**src/rtl/dsp_result_streamer.sv**
```systemverilog
// Captures the DSP result words after a settle delay and streams them out as a
// framed byte sequence: sync byte, then {index, 8 data bytes MSB first} per word.
module dsp_result_streamer #(
   parameter int         NUM_WORDS     = 5,
   parameter int         SETTLE_CYCLES = 16,
   parameter logic [7:0] SYNC_BYTE     = 8'h55
) (
   input  logic                   clk,
   input  logic                   reset,
   input  logic                   start,
   input  logic [NUM_WORDS*64-1:0] prod_bus,
   output logic [7:0]             tx_data,
   output logic                   tx_valid,
   input  logic                   tx_ready,
   output logic                   busy,
   output logic                   done
);

   localparam int             CW          = (SETTLE_CYCLES > 1) ? $clog2(SETTLE_CYCLES) : 1;
   localparam logic [CW-1:0]  SETTLE_LAST = CW'(SETTLE_CYCLES - 1);
   localparam logic [2:0]     LAST_IDX    = 3'(NUM_WORDS - 1);

   typedef enum logic [2:0] {IDLE, SETTLE, CAPTURE, SYNC, INDEX, DATA, DONE} state_t;

   state_t                  state;
   logic [CW-1:0]           settle_cnt;
   logic [NUM_WORDS*64-1:0] snapshot;
   logic [2:0]              idx;
   logic [2:0]              byte_cnt;
   logic [2:0]              next_byte;
   logic [63:0]             cur_word;
   logic                    accept;

   assign accept    = tx_valid & tx_ready;
   assign next_byte = byte_cnt + 3'd1;

   // Select the snapshot word currently being streamed.
   always_comb begin
      cur_word = '0;
      for (int i = 0; i < NUM_WORDS; i++) begin
         if (idx == 3'(i)) cur_word = snapshot[64*i +: 64];
      end
   end

   // tx_data/tx_valid are loaded one step ahead so the next byte is ready the
   // cycle after an accept, giving one byte per cycle with no bubbles.
   always_ff @(posedge clk or posedge reset) begin
      if (reset) begin
         state      <= IDLE;
         settle_cnt <= '0;
         snapshot   <= '0;
         idx        <= '0;
         byte_cnt   <= '0;
         tx_data    <= '0;
         tx_valid   <= 1'b0;
         busy       <= 1'b0;
         done       <= 1'b0;
      end else begin
         done <= 1'b0;
         case (state)
            IDLE: begin
               if (start) begin
                  state      <= SETTLE;
                  settle_cnt <= '0;
                  busy       <= 1'b1;
               end
            end
            SETTLE: begin
               if (settle_cnt == SETTLE_LAST) state <= CAPTURE;
               else settle_cnt <= settle_cnt + CW'(1);
            end
            CAPTURE: begin
               snapshot <= prod_bus;
               idx      <= '0;
               tx_data  <= SYNC_BYTE;
               tx_valid <= 1'b1;
               state    <= SYNC;
            end
            SYNC: begin
               if (accept) begin
                  tx_data <= {5'b0, idx};
                  state   <= INDEX;
               end
            end
            INDEX: begin
               if (accept) begin
                  tx_data  <= cur_word[63:56];
                  byte_cnt <= '0;
                  state    <= DATA;
               end
            end
            DATA: begin
               if (accept) begin
                  if (byte_cnt == 3'd7) begin
                     if (idx == LAST_IDX) begin
                        tx_valid <= 1'b0;
                        tx_data  <= '0;
                        done     <= 1'b1;
                        state    <= DONE;
                     end else begin
                        idx     <= idx + 3'd1;
                        tx_data <= {5'b0, idx + 3'd1};
                        state   <= INDEX;
                     end
                  end else begin
                     byte_cnt <= next_byte;
                     tx_data  <= cur_word[{~next_byte, 3'b000} +: 8];
                  end
               end
            end
            DONE: begin
               busy  <= 1'b0;
               state <= IDLE;
            end
            default: state <= IDLE;
         endcase
      end
   end

endmodule
```
**config.mk**
```make
export PLATFORM = sky130hd
export DESIGN_NAME = dsp_result_streamer
export DESIGN_NICKNAME = d
export VERILOG_FILES = /design/src/rtl/dsp_result_streamer.sv
export SDC_FILE = /design/constraint.sdc
export NUM_CORES = 1
export LEC_CHECK = 0
export BUFFER_PORTS_ARGS = -buffer_cell sky130_fd_sc_hd__buf_2
export CAP_MARGIN = 10
export CORE_MARGIN = 5
export CORE_UTILIZATION = 45
export CTS_CLUSTER_DIAMETER = 30
export DETAILED_ROUTE_END_ITERATION = 10
export PLACE_DENSITY = 0.68
export SLEW_MARGIN = 10
export SYNTH_ARGS = -nofsm -noshare
export SYNTH_HDL_FRONTEND = slang
export SYNTH_SLANG_ARGS = --single-unit
export TNS_END_PERCENT = 50
```
**constraint.sdc**
```tcl
create_clock -name clk -period 17 [get_ports clk]
set_clock_uncertainty 0.1 [all_clocks]
set_input_delay 3.4 -clock clk [delete_from_list [all_inputs] [get_ports clk]]
set_output_delay 3.4 -clock clk [all_outputs]
set_load 0.02 [all_outputs]
```
Word level (Yosys, flattened, before mapping)
Index checks and enable logic that the tools add are counted.
{"block": "totals", "register_bits": 344}
{"block": "op_classes", "addsub": 3, "eq_ne": 22, "n_shift": 1, "muxes": 40, "n_bitwise": 2, "reduce_logical": 14}
{"cell": "two-way mux 64 bit", "n": 5}
{"cell": "variable part select 64 x 7 -> 8 bit", "n": 1}
{"cell": "two-way mux 3 bit", "n": 13}
{"cell": "two-way mux 8 bit", "n": 4}
{"cell": "case mux 8 bit (4 select lines)", "n": 1}
{"cell": "inequality test 2 bit, second input constant", "n": 10}
{"cell": "case mux 3 bit (6 select lines)", "n": 1}
{"cell": "AND reduction 4 bit", "n": 4}
{"cell": "== test 3 bit, second input constant", "n": 5}
{"cell": "== test 3 x 2 -> 1 bit, second input constant", "n": 4}
{"cell": "case mux 3 bit (2 select lines)", "n": 2}
{"cell": "two-way mux 1 bit", "n": 8}
{"cell": "two-way mux 4 bit", "n": 2}
{"cell": "case mux 4 bit (2 select lines)", "n": 1}
{"cell": "nonzero test 2 bit", "n": 4}
{"cell": "adder 3 x 1 -> 3 bit, second input constant", "n": 2}
{"cell": "== test 3 x 1 -> 1 bit, second input constant", "n": 2}
{"cell": "zero test 3 bit", "n": 2}
{"cell": "AND reduction 6 bit", "n": 1}
{"cell": "adder 4 x 1 -> 4 bit, second input constant", "n": 1}
{"cell": "== test 4 bit, second input constant", "n": 1}
{"cell": "case mux 1 bit (2 select lines)", "n": 2}
{"cell": "nonzero test 4 bit", "n": 1}
{"cell": "inverter 3 bit", "n": 1}
{"cell": "other kinds (4)", "n": 4}

Depth between registers and ports, before layout
{"block": "depth", "word_depth": 10, "mapped_depth": 12, "ltp_nobuf": 8}

Worst setup path before layout
Ideal clock, no wire load.
{"block": "synth_path", "kind": "input-to-reg", "startpoint": "in tx_ready", "endpoint": "reg tx_data[5]", "arrival_time_ns": 4.427, "required_ns": 16.805, "setup_slack_ns": 12.378, "path_stages": 6, "n_path_buf": 0, "cell_sequence": "nand2_1 or2_2 nor2_1 a21boi_0 o211ai_1 o31ai_1"}
{"block": "synth_via", "elab_chain_cells": 3}
{"item": "start: declaration", "line_no": "14", "text": "input logic tx_ready,"}
{"item": "AND 1 bit (*)", "line_no": "34", "text": "assign accept = tx_valid & tx_ready;"}
{"item": "inequality test 2 bit (no line)"}
{"item": "AND reduction 4 bit (no line) (*)"}
{"item": "end signal: assignment", "line_no": "81", "text": "tx_data <= {5'b0, idx};"}
{"item": "end signal: assignment", "line_no": "87", "text": "tx_data <= cur_word[63:56];"}
{"item": "end signal: assignment", "line_no": "102", "text": "tx_data <= {5'b0, idx + 3'd1};"}
{"item": "end: declaration", "line_no": "12", "text": "output logic [7:0] tx_data,"}
Every way passes the cells marked *; elsewhere a longest branch is shown, timed or not.
A chain may end at the register's enable or synchronous reset.

==> flow_metrics.tcl <==
set metrics [dict create \
    status "completed" \
    portBuffers 334 \
    drtAntennaViolNets 0 \
    gp_congestion 0.936 \
    arrival_ns 5.23 \
    dp_slack_ns 11.50 \
    viasPerCell 5.51 \
    wl_mm 60.3 \
    post_cts_resized 0 \
    slew_headroom_pct 20.2 \
    clk_latency_ns 0.59 \
    die_y_um 201 \
    antenna_found_initial 0 \
    async_flop_share_pct 100 \
    synth_edf_count 0 \
    cellPowerDensity_mw_per_mm2 149 \
    cts.htree.levels 3 \
    hold_path.class "register to register" \
    ios 335 \
    drt-pass1-iter-count 6 \
    n_antenna_cell 0 \
    place_hpwl_mm 41.7 \
    synth_area_per_cell_um2 8.09 \
    postLayoutSetupSlackWorst_ns 12.14 \
    drive_gt1_share_pct 21.7 \
    postSynthCellCount 2025 \
    die_x_um 201 \
    path_class "input pin to async pin" \
    gr-usage-all-layers_pct 29.1 \
    fin_nets 2652 \
    total_power_mw 3.15 \
    seq_area_frac_synth_pct 52.5 \
    finalSetupViolCount 0 \
    crit_fanout 134 \
    grt_pass1_vias 16000 \
    hold_viol_final 0 \
    worstPathRequired_ns 17.37 \
    drv_cap 0 \
    num_rows 70 \
    root_buffer "clkbuf_16" \
    dieArea_mm2 0.0403 \
    clkTransAtPathRegs_ns 0.05 \
    wl_per_cell_um 21.1 \
    layout_min_cycle_time_ns 4.86 \
    ctsHoldBuffers 0 \
    yosysUniqueCellTypes 65 \
    finalMaxSlewViolations 0 \
    synth.area.top_cells "dfrtp_1 (53%), nand2_1 (24%), clkbuf_1 (2.2%)" \
    post_cts_buffers 0 \
    core_area_mm2 0.0363 \
    syn_area_mm2 0.0164 \
    cts_buffers 81 \
    fillCellCount 3313 \
    synth-seq-cells 344 \
    cts_buffer_depth 3 \
    cts_tree "built" \
    tns_ns 0 \
    post-route-period-util_pct 28.6 \
    clock_sinks 344 \
    grt_max_degree 235 \
    max_freq_mhz 206 \
    tightest_slew_ns 1.20 \
    initial_utilization_pct 45.2 \
    grt_first_pass_wirelength_mm 91.7 \
    syn_nets 2357 \
    critPathLaunchType "input pin" \
    synth_top_flop_cell "dfrtp_1" \
    worst_setup_path_end_kind "async pin" \
    synth_area_leader_cell "dfrtp_1" \
    yosysTopAreaCellShare_pct 52.5 \
    rsz0062_at_grt "false" \
    drc 0 \
    p_leak_nw 9.87 \
    vias 15700 \
    ir_worst_vdd_mv 0.0664 \
    grt_overflow 0 \
    whs_ns 0.367 \
    drt_iter0_drc 1473 \
    yosys_warnings 0 \
    synthToLayoutAreaGrowth_pct 29.1 \
]
[worst max-delay path, cell delays in order]
cell and delay, ns:
buf_2 0.13, inv_8 0.55, buf_4 0.89
[final timing paths]
kind	endpoint	slack, ns	cells after the start	startpoint
max	byte_cnt[0]	12.14	3	reset
min	snapshot[296]	0.37	2	snapshot[296]
max reg2reg	tx_data[3]	12.84	10	idx[0]
min reg2reg	snapshot[296]	0.37	2	snapshot[296]
max in group clk	tx_valid	12.30	1	tx_valid
min in group asynchronous	snapshot[87]	2.88	2	reset
[area by class of cell]
cell class	instances	area, µm²	area share, %
Tap cell	468	586	2.77
Multi-Input combinational cell	1522	7150	33.8
Sequential cell	344	8610	40.7
Inverter	17	71.3	0.337
Timing Repair Buffer	354	1830	8.67
Clock buffer	101	2310	10.9
Clock inverter	45	608	2.87
[routing by layer]
metal	track usage [%]	routed length (µm)	up-vias
met1	37.8	24200	7598
li1	-	-	7293
met3	5.44	4170	154
met4	14.8	3190	0
met2	47.1	28700	662
met5	0	0	-
[stage by stage]
step / util [%] / cell area (µm²) / cells
after floorplan: - / 16400 / 2025
after global placement: 50.3 / 18200 / 2705
after detailed placement: 50.3 / 18200 / 2705
after CTS: 58.4 / 21200 / 2851
after global routing: 58.4 / 21200 / 2851
final: 58.4 / 21200 / 2851
[logic make-up after synthesis]
group	Yosys count	share of synthesized area, %
AND/OR/NAND/NOR	1208	29.6
flip-flops	344	52.5
AO/OA/AOI/OAI	302	12.7
buffers and inverters	159	4.06
adder cells (fa/ha/maj)	8	0.611
multiplexers	4	0.473
[power breakdown]
group / internal (mW) / switching (mW)
Sequential: 0.835 / 0.0244
Clock: 1.15 / 0.494
Combinational: 0.210 / 0.435
Total: 2.20 / 0.953
[layout by cell type, fill, tap and decap left out, drive strengths merged, types with 11 or more instances in the layout]
master / n
nand2: 1031
buf: 354
dfrtp: 344
clkbuf: 101
o21ai: 62
a21oi: 57
nand3: 41
nor2: 40
a221oi: 29
and3: 26
clkinv: 20
a31oi: 19
inv: 18
a22oi: 16
o211ai: 16
a211oi: 16
nand3b: 15
bufinv: 13
nor3: 11
clkinvlp: 11
[flip-flops by register name (all words and copies together) (netlist names)]
signal      count
done            1
tx_valid        1
settle_cnt      4
busy            1
tx_data         8
byte_cnt        3
state           3
snapshot      320
idx             3
[synthesized netlist by cell type, types with 11 or more instances]
master    count
a211oi_1     16
nand2_1    1031
nor3_1       11
a221oi_1     28
o211ai_1     16
nand3_1      41
clkbuf_1     95
buf_2        33
nand3b_1     15
and3_1       26
a21oi_1      57
nor2_1       40
inv_1        15
a31oi_1      19
o21ai_0      61
dfrtp_1     344
a22oi_1      16
Note: power is estimated with default switching activity, not from simulation.
